==> src/rtl/la_iopad_ctrl_if.sv <==
// Register-port interface for la_iopad_ctrl: request channel from core, response back.
// A request transfers on a clock edge where req_valid && req_ready; a response transfers
// on an edge where rsp_valid && rsp_ready. The slave holds rsp_* stable while rsp_valid waits.
interface la_iopad_ctrl_if #(
  parameter int AW = 8,
  parameter int DW = 32
);
  logic          req_valid;
  logic          req_ready;
  logic          req_write;
  logic [AW-1:0] req_addr;
  logic [DW-1:0] req_wdata;
  logic          rsp_valid;
  logic          rsp_ready;
  logic [DW-1:0] rsp_rdata;
  logic          rsp_err;

  modport master (
    output req_valid, req_write, req_addr, req_wdata, rsp_ready,
    input  req_ready, rsp_valid, rsp_rdata, rsp_err
  );

  modport slave (
    input  req_valid, req_write, req_addr, req_wdata, rsp_ready,
    output req_ready, rsp_valid, rsp_rdata, rsp_err
  );
endinterface

==> src/rtl/la_iopad_ctrl.sv <==
// Pad-ring control: shadow/active per-pin tech cfg and output overrides loaded over a
// register port and committed atomically, plus a gated 2-flop synchroniser for pad inputs.
module la_iopad_ctrl #(
  parameter int              NSIDES = 4,
  parameter int              NPINS  = 9,
  parameter int              CFGW   = 18,
  parameter int              AW     = 8,
  parameter int              DW     = 32,
  parameter logic [CFGW-1:0] CFGRST = '0,
  localparam int             N      = NSIDES * NPINS
) (
  input  logic                clk,
  input  logic                reset,
  la_iopad_ctrl_if.slave      bus,
  input  logic [N-1:0]        core_dout,
  input  logic [N-1:0]        core_oen,
  input  logic [N-1:0]        core_ie,
  output logic [N-1:0]        core_din,
  output logic [N-1:0]        pad_a,
  output logic [N-1:0]        pad_oe,
  output logic [N-1:0]        pad_ie,
  output logic [N*CFGW-1:0]   pad_cfg,
  input  logic [N-1:0]        pad_zp,
  output logic                fsm_state
);

  localparam int          NDIN   = (N + DW - 1) / DW;
  localparam logic [31:0] A_CTRL = 32'(N);
  localparam logic [31:0] A_STAT = 32'(N + 1);
  localparam logic [31:0] A_DIN  = 32'(N + 2);
  localparam logic [31:0] A_END  = 32'(N + 2 + NDIN);

  typedef enum logic {IDLE = 1'b0, RESP = 1'b1} state_t;

  state_t state_q, state_d;

  // Override nibble per pin: [0] en, [1] a, [2] oe, [3] ie.
  logic [N-1:0][CFGW-1:0] sh_cfg, act_cfg;
  logic [N-1:0][3:0]      sh_ovr, act_ovr;
  logic                   pending, autocommit, commit_req;

  logic [DW-1:0]          rsp_rdata_q;
  logic                   rsp_err_q;
  logic [N-1:0]           sync1, sync2;

  logic                   accept;
  logic [31:0]            addr;
  logic                   is_pin, is_ctrl, is_stat, is_din, dec_err;
  logic [DW-1:0]          rd_data;
  logic [NDIN*DW-1:0]     din_flat;
  logic [N-1:0]           ovr_en, ovr_a, ovr_oe, ovr_ie;
  logic                   unused_wdata;

  assign addr         = 32'(bus.req_addr);
  assign accept       = (state_q == IDLE) && bus.req_valid;
  assign unused_wdata = ^bus.req_wdata;

  // Handshake FSM: state register
  always_ff @(posedge clk) begin
    if (reset) state_q <= IDLE;
    else       state_q <= state_d;
  end

  // Handshake FSM: next state
  always_comb begin
    state_d = state_q;
    case (state_q)
      IDLE:    if (bus.req_valid) state_d = RESP;
      RESP:    if (bus.rsp_ready) state_d = IDLE;
      default: state_d = IDLE;
    endcase
  end

  // Handshake FSM: outputs
  always_comb begin
    bus.req_ready = 1'b0;
    bus.rsp_valid = 1'b0;
    case (state_q)
      IDLE:    bus.req_ready = 1'b1;
      RESP:    bus.rsp_valid = 1'b1;
      default: bus.req_ready = 1'b1;
    endcase
  end

  assign fsm_state     = state_q;
  assign bus.rsp_rdata = rsp_rdata_q;
  assign bus.rsp_err   = rsp_err_q;

  // Address decode and read mux
  always_comb begin
    is_pin   = (addr < A_CTRL);
    is_ctrl  = (addr == A_CTRL);
    is_stat  = (addr == A_STAT);
    is_din   = (addr >= A_DIN) && (addr < A_END);
    dec_err  = !(is_pin || is_ctrl || is_stat || is_din);
    din_flat = '0;
    din_flat[N-1:0] = core_din;
    rd_data  = '0;
    for (int i = 0; i < N; i++) begin
      if (addr == 32'(i)) rd_data[CFGW+3:0] = {sh_ovr[i], sh_cfg[i]};
    end
    if (is_ctrl) rd_data[1] = autocommit;
    if (is_stat) rd_data[0] = pending;
    for (int k = 0; k < NDIN; k++) begin
      if (addr == 32'(N + 2 + k)) rd_data = din_flat[k*DW +: DW];
    end
  end

  // Register file, commit and response capture
  always_ff @(posedge clk) begin
    if (reset) begin
      for (int i = 0; i < N; i++) begin
        sh_cfg[i]  <= CFGRST;
        act_cfg[i] <= CFGRST;
      end
      sh_ovr      <= '0;
      act_ovr     <= '0;
      pending     <= 1'b0;
      autocommit  <= 1'b0;
      commit_req  <= 1'b0;
      rsp_rdata_q <= '0;
      rsp_err_q   <= 1'b0;
    end else begin
      commit_req <= 1'b0;
      if (commit_req) begin
        act_cfg <= sh_cfg;
        act_ovr <= sh_ovr;
        pending <= 1'b0;
      end
      if (accept) begin
        rsp_rdata_q <= bus.req_write ? '0 : rd_data;
        rsp_err_q   <= dec_err;
        if (bus.req_write) begin
          for (int i = 0; i < N; i++) begin
            if (addr == 32'(i)) begin
              sh_cfg[i] <= bus.req_wdata[CFGW-1:0];
              sh_ovr[i] <= bus.req_wdata[CFGW+3:CFGW];
            end
          end
          if (is_pin) begin
            pending <= 1'b1;
            if (autocommit) commit_req <= 1'b1;
          end
          if (is_ctrl) begin
            autocommit <= bus.req_wdata[1];
            commit_req <= bus.req_wdata[0];
          end
        end
      end
    end
  end

  // Pad input synchroniser; gating happens after the second flop.
  always_ff @(posedge clk) begin
    if (reset) begin
      sync1 <= '0;
      sync2 <= '0;
    end else begin
      sync1 <= pad_zp;
      sync2 <= sync1;
    end
  end

  always_comb begin
    ovr_en = '0;
    ovr_a  = '0;
    ovr_oe = '0;
    ovr_ie = '0;
    for (int i = 0; i < N; i++) begin
      ovr_en[i] = act_ovr[i][0];
      ovr_a[i]  = act_ovr[i][1];
      ovr_oe[i] = act_ovr[i][2];
      ovr_ie[i] = act_ovr[i][3];
    end
  end

  assign pad_a    = (ovr_en & ovr_a)  | (~ovr_en & core_dout);
  assign pad_oe   = (ovr_en & ovr_oe) | (~ovr_en & ~core_oen);
  assign pad_ie   = (ovr_en & ovr_ie) | (~ovr_en & core_ie);
  assign pad_cfg  = act_cfg;
  assign core_din = sync2 & pad_ie;

endmodule

==> src/flat_wrapper.sv <==
// flat-port wrapper written by rule: the top's interface ports become plain ports
module la_iopad_ctrl_flat 
#(
  parameter int              NSIDES = 4,
  parameter int              NPINS  = 9,
  parameter int              CFGW   = 18,
  parameter int              AW     = 8,
  parameter int              DW     = 32,
  parameter logic [CFGW-1:0] CFGRST = '0,
  localparam int             N      = NSIDES * NPINS
)
  (clk, reset, core_dout, core_oen, core_ie, core_din, pad_a, pad_oe, pad_ie, pad_cfg, pad_zp, fsm_state, bus_req_valid, bus_req_write, bus_req_addr, bus_req_wdata, bus_rsp_ready, bus_req_ready, bus_rsp_valid, bus_rsp_rdata, bus_rsp_err);
  la_iopad_ctrl_if #(.AW(AW), .DW(DW)) bus_i ();
  input  logic clk;
  input  logic reset;
  input  logic [N-1:0] core_dout;
  input  logic [N-1:0] core_oen;
  input  logic [N-1:0] core_ie;
  output logic [N-1:0] core_din;
  output logic [N-1:0] pad_a;
  output logic [N-1:0] pad_oe;
  output logic [N-1:0] pad_ie;
  output logic [N*CFGW-1:0] pad_cfg;
  input  logic [N-1:0] pad_zp;
  output logic fsm_state;
  input wire logic [$bits(bus_i.req_valid)-1:0] bus_req_valid;
  input wire logic [$bits(bus_i.req_write)-1:0] bus_req_write;
  input wire logic [$bits(bus_i.req_addr)-1:0] bus_req_addr;
  input wire logic [$bits(bus_i.req_wdata)-1:0] bus_req_wdata;
  input wire logic [$bits(bus_i.rsp_ready)-1:0] bus_rsp_ready;
  output wire logic [$bits(bus_i.req_ready)-1:0] bus_req_ready;
  output wire logic [$bits(bus_i.rsp_valid)-1:0] bus_rsp_valid;
  output wire logic [$bits(bus_i.rsp_rdata)-1:0] bus_rsp_rdata;
  output wire logic [$bits(bus_i.rsp_err)-1:0] bus_rsp_err;
  assign bus_i.req_valid = bus_req_valid;
  assign bus_i.req_write = bus_req_write;
  assign bus_i.req_addr = bus_req_addr;
  assign bus_i.req_wdata = bus_req_wdata;
  assign bus_i.rsp_ready = bus_rsp_ready;
  assign bus_req_ready = bus_i.req_ready;
  assign bus_rsp_valid = bus_i.rsp_valid;
  assign bus_rsp_rdata = bus_i.rsp_rdata;
  assign bus_rsp_err = bus_i.rsp_err;
  la_iopad_ctrl #(.NSIDES(NSIDES), .NPINS(NPINS), .CFGW(CFGW), .AW(AW), .DW(DW), .CFGRST(CFGRST)) u_core (.clk(clk), .reset(reset), .bus(bus_i), .core_dout(core_dout), .core_oen(core_oen), .core_ie(core_ie), .core_din(core_din), .pad_a(pad_a), .pad_oe(pad_oe), .pad_ie(pad_ie), .pad_cfg(pad_cfg), .pad_zp(pad_zp), .fsm_state(fsm_state));
endmodule
==> config.mk <==
export PLATFORM = sky130hd
export DESIGN_NAME = la_iopad_ctrl_flat
export DESIGN_NICKNAME = d
export VERILOG_FILES = /design/src/rtl/la_iopad_ctrl_if.sv /design/src/rtl/la_iopad_ctrl.sv /design/src/flat_wrapper.sv
export SDC_FILE = /design/constraint.sdc
export NUM_CORES = 2
export LEC_CHECK = 0
export CAP_MARGIN = 20
export CORE_UTILIZATION = 30
export CTS_BUF_LIST = sky130_fd_sc_hd__clkbuf_8
export DETAILED_ROUTE_END_ITERATION = 16
export GPL_TIMING_DRIVEN = 0
export MAX_ROUTING_LAYER = met4
export PLACE_DENSITY_LB_ADDON = 0.08
export SETUP_SLACK_MARGIN = 0.3
export SLEW_MARGIN = 20
export SYNTH_ARGS = -nofsm -noshare
export SYNTH_HDL_FRONTEND = slang
export SYNTH_SLANG_ARGS = --single-unit
==> constraint.sdc <==
create_clock -name clk -period 3.2 [get_ports clk]
set_clock_uncertainty 0.2 [all_clocks]
set_input_delay 0.64 -clock clk [delete_from_list [all_inputs] [get_ports clk]]
set_output_delay 0.64 -clock clk [all_outputs]
set_load 0.01 [all_outputs]
### Yosys cells after proc, flatten, opt, wreduce, memory -nomap -nowiden

Cells that the tools add are included.

* order comparisons: 3
* eq/ne operators: 39
* mux-type cells: 53
* bitwise gates (word level): 15
* reduce and logical (&&, ||, !) cells: 45

Operator list (number)
* $mux W22: 36
* $and A36 B36 Y36: 7
* $eq A8 B5 Y1 const B: 16
* $reduce_and A3 Y1: 37
* $or A36 B36 Y36: 3
* $mux W32: 3
* $not A36 Y36: 2
* $eq A8 B4 Y1 const B: 8
* $eq A8 B6 Y1 const B: 8
* $eq A8 B3 Y1 const B: 4
* $logic_not A32 Y1: 1
* $eq A8 B2 Y1 const B: 2
* $lt A8 B6 Y1 const B: 2
* $mux W1: 13
* $eq A8 B1 Y1 const B: 1
* $ge A8 B6 Y1 const B: 1
* $logic_or A1 B1 Y1: 3
* $not A1 Y1: 3
* $reduce_or A3 Y1: 1
* $logic_and A1 B1 Y1: 2
* $pmux W1 S2: 1
* $logic_not A1 Y1: 1

* register bits: 1693
* input bits: 189
* output and inout port bits: 828

### Depth between registers and ports, before layout

* depth in word-level cells: 41
* mapped depth: 13
* gate-level depth less buffers: 7

### Worst setup path before layout

Ideal clock, no wire load.

* path type: input port to flip-flop
* start: in bus_req_addr[4]
* end: reg u_core.rsp_rdata_q[7], in the netlist u_core.bus.rsp_rdata[7]
* data arrival time: 2377 ps
* required time: 2873 ps
* slack: 496 ps
* stages on the path: 8
* path through: buf_2 buf_2 nand2_1 nor3_2 a221o_1 or4_1 o211ai_1 a31oi_1

* cells in the longest elaborated chain, start to end: 40
* elaborated cells between the ends (all ways): 77
* those cells by class: 37 x eq/ne; 39 x mux; 1 x reduce/logical

RTL lines
* start, declared: RTL line flat_wrapper.sv:28 `input wire logic [$bits(bus_i.req_addr)-1:0] bus_req_addr;`
* $logic_not A32 Y1: RTL line la_iopad_ctrl.sv:100 `if (addr == 32'(i)) rd_data[CFGW+3:0] = {sh_ovr[i], sh_cfg[i]};`
* $mux W22 (36 in a row): RTL line la_iopad_ctrl.sv:100
* $mux W32: RTL line la_iopad_ctrl.sv:105 `if (addr == 32'(N + 2 + k)) rd_data = din_flat[k*DW +: DW];`
* $mux W32 *: RTL line la_iopad_ctrl.sv:105
* $mux W32 *: RTL line la_iopad_ctrl.sv:131 `rsp_rdata_q <= bus.req_write ? '0 : rd_data;`
* end signal, assigned: RTL line la_iopad_ctrl.sv:131
* end, declared: RTL line la_iopad_ctrl.sv:42 `logic [DW-1:0] rsp_rdata_q;`

Mark *: on every way between the ends. The rest lies on a longest branch, timed or not.
A chain may end at the register's enable or synchronous reset.

### Worst setup path after layout

* start: in bus_req_addr[1]
* end: reg u_core.rsp_rdata_q[16], in the netlist u_core.bus.rsp_rdata[16]

Same word-level chain as after synthesis.

==> run summary <==
GLOBAL ROUTE
---------------------------------------------------------------------------------
Aggregate global-route resource usage                                       39.3%
Largest net degree at the start of global routing                              17
Via count of the first global-routing pass                                  64000
Global-route wire length before repair                                  589000 um
Number of antenna violations at the first check in global routing              53
Grt ovf                                                                         0

CLOCK NETWORK
---------------------------------------------------------------------------------
H-tree Lvls                                                                     5
Master cell of the clock root buffer                                 sky130_fd_sc_hd__clkbuf_8
Clock Latency Late Sink                                                   1.13 ns
Number of buffers inserted during clock tree synthesis                        327
Number of clock sinks                                                        1693
Clock tree from TritonCTS                                                   built
Clock buffer depth                                                              4
Register clock-pin slew on the reported worst setup and hold paths        0.06 ns

PWR
---------------------------------------------------------------------------------
Max IR drop VDD                                                          0.451 mV
Static leakage                                                            39.1 nW
Power density relative to cell area                                   492 nW/um^2
Overall power consumption                                                 45.9 mW

LOGIC SYNTHESIS
---------------------------------------------------------------------------------
Fraction of the mapped netlist area in simple logic gates                   18.2%
Yosys reg bits                                                               1693
Synthesized Nets                                                             7980
Portion of netlist area occupied by mux cells                               14.7%
Synthesized area per cell                                               8.68 um^2
Number of instances in the synthesized netlist                               7791
XOR/XNOR Fraction of Synth Area                                                0%
Netlist Area Pre-Place                                                 67600 um^2
Number of flops mapped to enable cells by yosys                                 0
Ranking of synthesized cells by area                                 sky130_fd_sc_hd__dfxtp_1 (50%), sky130_fd_sc_hd__mux2i_1 (13%), sky130_fd_sc_hd__nand2_1 (9.7%)
Async set-reset flop share out of synthesis                                    0%
Post-synth top area share                                                   50.1%
Most frequently used cell type in the post-synthesis netlist         sky130_fd_sc_hd__nand2_1
Dominant cell type by area after synthesis                           sky130_fd_sc_hd__dfxtp_1
Ys Warns                                                                        0
Sequential area share after synthesis                                       50.1%
Leading register cell type out of synthesis                          sky130_fd_sc_hd__dfxtp_1
Main combinational cell family by area after synthesis               simple AND/OR/NAND/NOR gates
Complex-gate fraction of the synthesized area                               12.6%
Synth unique cells                                                             97
Most common library cells after synthesis                            sky130_fd_sc_hd__nand2_1 (1742), sky130_fd_sc_hd__dfxtp_1 (1693), sky130_fd_sc_hd__nor2_1 (944)
Adder-cell share of the synthesized area                                       0%

DETAILED ROUTING
---------------------------------------------------------------------------------
First-pass detailed-route iteration total                                       7
Total wire length                                                       454000 um
Detailed-route via count                                                    69500
Met1 routed wirelength after detailed routing                           185000 um
Routed wirelength normalized by instance count                            36.1 um
First DRT Iteration DRCs                                                     9399
Detailed-route DRC error count                                                  0
Remaining antenna violation count after routing                                 0
Total length of routed met2 wires                                       190000 um
Highest routed layer                                                         met4
Amount of wire on met3 after detailed routing                            45600 um
Mean number of vias per cell                                                 5.53

FLOORPLANNING
---------------------------------------------------------------------------------
Initial core utilization                                                    30.3%
Cell row count                                                                173
Top-level I/O count                                                          1017
Core footprint                                                        223000 um^2
Die Width                                                                  477 um
Die area                                                              227000 um^2
Overall die height                                                         477 um

CRITICAL PATH
---------------------------------------------------------------------------------
Max Fanout on Critical Path                                                    10
Data arrival, critical path                                               3.90 ns
Startpoint kind of the worst setup timing path                          input pin
R2R setup slack                                                           0.21 ns
Capture point of the worst reg-to-reg path                           u_core.bus.rsp_rdata[4]
Data required time of the critical path                                   4.02 ns
Crit path capture type                                                   register
Launch point of the worst reg-to-reg path                            u_core.sh_cfg[364]
Number of cells traversed by the worst register-to-register path                6
Worst Path Class, Setup                                              input pin to register

PLACED DESIGN
---------------------------------------------------------------------------------
Post-DP HPWL                                                            358000 um
RePlAce Congestion                                                           1.06
Instance count after placement with tap cells included                      11800
Count of input and output buffers                                             981
Placed cell areas                                                      81900 um^2

FINAL LAYOUT
---------------------------------------------------------------------------------
Area growth syn-to-layout                                                   37.8%
Number of nets in the finished design                                        9528
Fraction of final layout cells sized beyond drive strength 1                15.0%
Count of non-filler cells in the finished layout                            12600
Post-route design area                                                 93100 um^2
Core utilization of the finished layout                                     41.7%

FLOW RUN
---------------------------------------------------------------------------------
Max-capacitance violation count                                                 0

TIMING
---------------------------------------------------------------------------------
Transition time at the pin with the least slew margin                     1.37 ns
Final Hold Vio Count                                                            0
Worst slew margin                                                           8.95%
Fmax                                                                    0.324 GHz
Post-route minimum period                                                 3.08 ns
Setup-violating endpoint count in the final report                              0
Worst-case hold slack                                                    0.112 ns
Unrepaired setup endpoints after global routing                               yes
Post-route fraction of the period consumed by the critical path             96.3%
Max-slew violations                                                             0

MIN PATH
---------------------------------------------------------------------------------
Hold wc startpoint                                                   bus_req_wdata[11]
Worst hold path class                                                input pin to register
Endpoint with the worst hold slack                                   u_core.sh_cfg[443]
Worst hold path stage count                                                     3

RUN STATUS
---------------------------------------------------------------------------------
Run status                                                           finished clean

## worst max-delay path, cell delays in order
cell and delay (ns):
sky130_fd_sc_hd__clkbuf_2 0.15, sky130_fd_sc_hd__buf_6 0.16, sky130_fd_sc_hd__buf_12 0.11, sky130_fd_sc_hd__buf_4 0.26, sky130_fd_sc_hd__buf_6 0.31, sky130_fd_sc_hd__buf_6 0.32, sky130_fd_sc_hd__a22oi_1 0.18, sky130_fd_sc_hd__o21ai_1 0.45
sky130_fd_sc_hd__a211oi_1 0.25, sky130_fd_sc_hd__o211ai_1 0.59, sky130_fd_sc_hd__buf_6 0.26, sky130_fd_sc_hd__a21oi_1 0.08, sky130_fd_sc_hd__nor2_1 0.11
## stage by stage
| step | setup WS (ns) | TNS [ns] |
|---|---|---|
| after global placement | -4.11 | -3482.12 |
| after global routing | 0.121 | 0 |
| after detailed placement | -2.75 | -1712.95 |
| final | 0.118 | 0 |
| after floorplan | 0.496 | 0 |
| after CTS | 0.0431 | 0 |
## flip-flops by register name, summed over array words and instances, names as in the netlist
register	count
u_core.bus.rsp_err	1
u_core.bus.rsp_rdata	32
u_core.sync2	36
u_core.act_ovr	144
u_core.fsm_state	1
u_core.pad_cfg	648
u_core.pending	1
u_core.sh_ovr	144
u_core.commit_req	1
u_core.sync1	36
u_core.autocommit	1
u_core.sh_cfg	648
## cell type report
type | instances | area, um^2
tap | 2975 | 3720
timing repair buffer | 1220 | 13300
multi-input combinational | 5407 | 32000
buffer | 649 | 3390
sequential | 1693 | 34100
inverter | 41 | 165
fill | 22600 | 130000
antenna | 38 | 95.1
clock inverter | 120 | 497
clock buffer | 425 | 5850
## layer usage
layer	track usage [%]	vias up
met5	-	-
met4	24.2	0
met2	56.1	4517
met3	9.59	1078
met1	49.7	34400
li1	-	29500
## power by group
| part | leakage (nW) | internal (mW) | switching (mW) | total [mW] |
|---|---|---|---|---|
| combinational | 21.7 | 0.858 | 2.18 | 3.04 |
| sequential | 13.7 | 21.1 | 0.0340 | 21.1 |
| clock | 3.64 | 11.8 | 9.92 | 21.7 |
## worst max path at each step
stage | start | to | slack [ns] | cells past startpoint
after floorplan | bus_req_addr[4] | u_core.bus.rsp_rdata[7] | 0.50 | 8
after global routing | u_core.act_ovr[56] | core_din[14] | 0.12 | 3
after detailed placement | bus_req_addr[3] | u_core.bus.rsp_rdata[14] | -2.75 | 10
final | bus_req_addr[1] | u_core.bus.rsp_rdata[16] | 0.12 | 13
after global placement | bus_req_addr[3] | u_core.bus.rsp_rdata[12] | -4.11 | 11
after CTS | u_core.act_ovr[88] | pad_ie[22] | 0.04 | 3
## kinds of logic (layout without fill, tap and decap cells)
family	after synthesis	after routing
other cells	0	38
simple gates	2991	2991
compound gates	1444	1444
buf+inv	691	2455
flops	1693	1693
mux	972	972
## cell usage in the layout, fill, tap and decap left out, drive strengths merged, types with 12 or more instances in the layout
cell type      instances
nand2               1745
dfxtp               1693
nor2                 964
clkbuf               934
a21oi                919
mux2i                874
buf                  458
clkdlybuf4s50        420
dlymetal6s2s         418
inv                  133
o21ai                128
a22oi                103
mux2                  92
nor2b                 83
a221oi                57
dlygate4sd3           56
and2                  44
nor3                  44
diode                 38
o22ai                 32
nand3                 28
o211ai                22
clkinv                22
a22o                  18
a221o                 17
a211oi                17
a222oi                16
nand4                 12
nand2b                12
a31oi                 12
a2111oi               12
## what timing repair did
item | in CTS | in global routing
setup buffers | 100 | 47
pin swaps | 72 | 19
endpoints found under the setup margin | 1851 | 1119
endpoints found under the hold margin | 131 | 0
hold buffers | 56 | 0
cloned | 0 | 2
gates resized for setup | 833 | 872
Note: power is estimated with default switching activity, not from simulation.
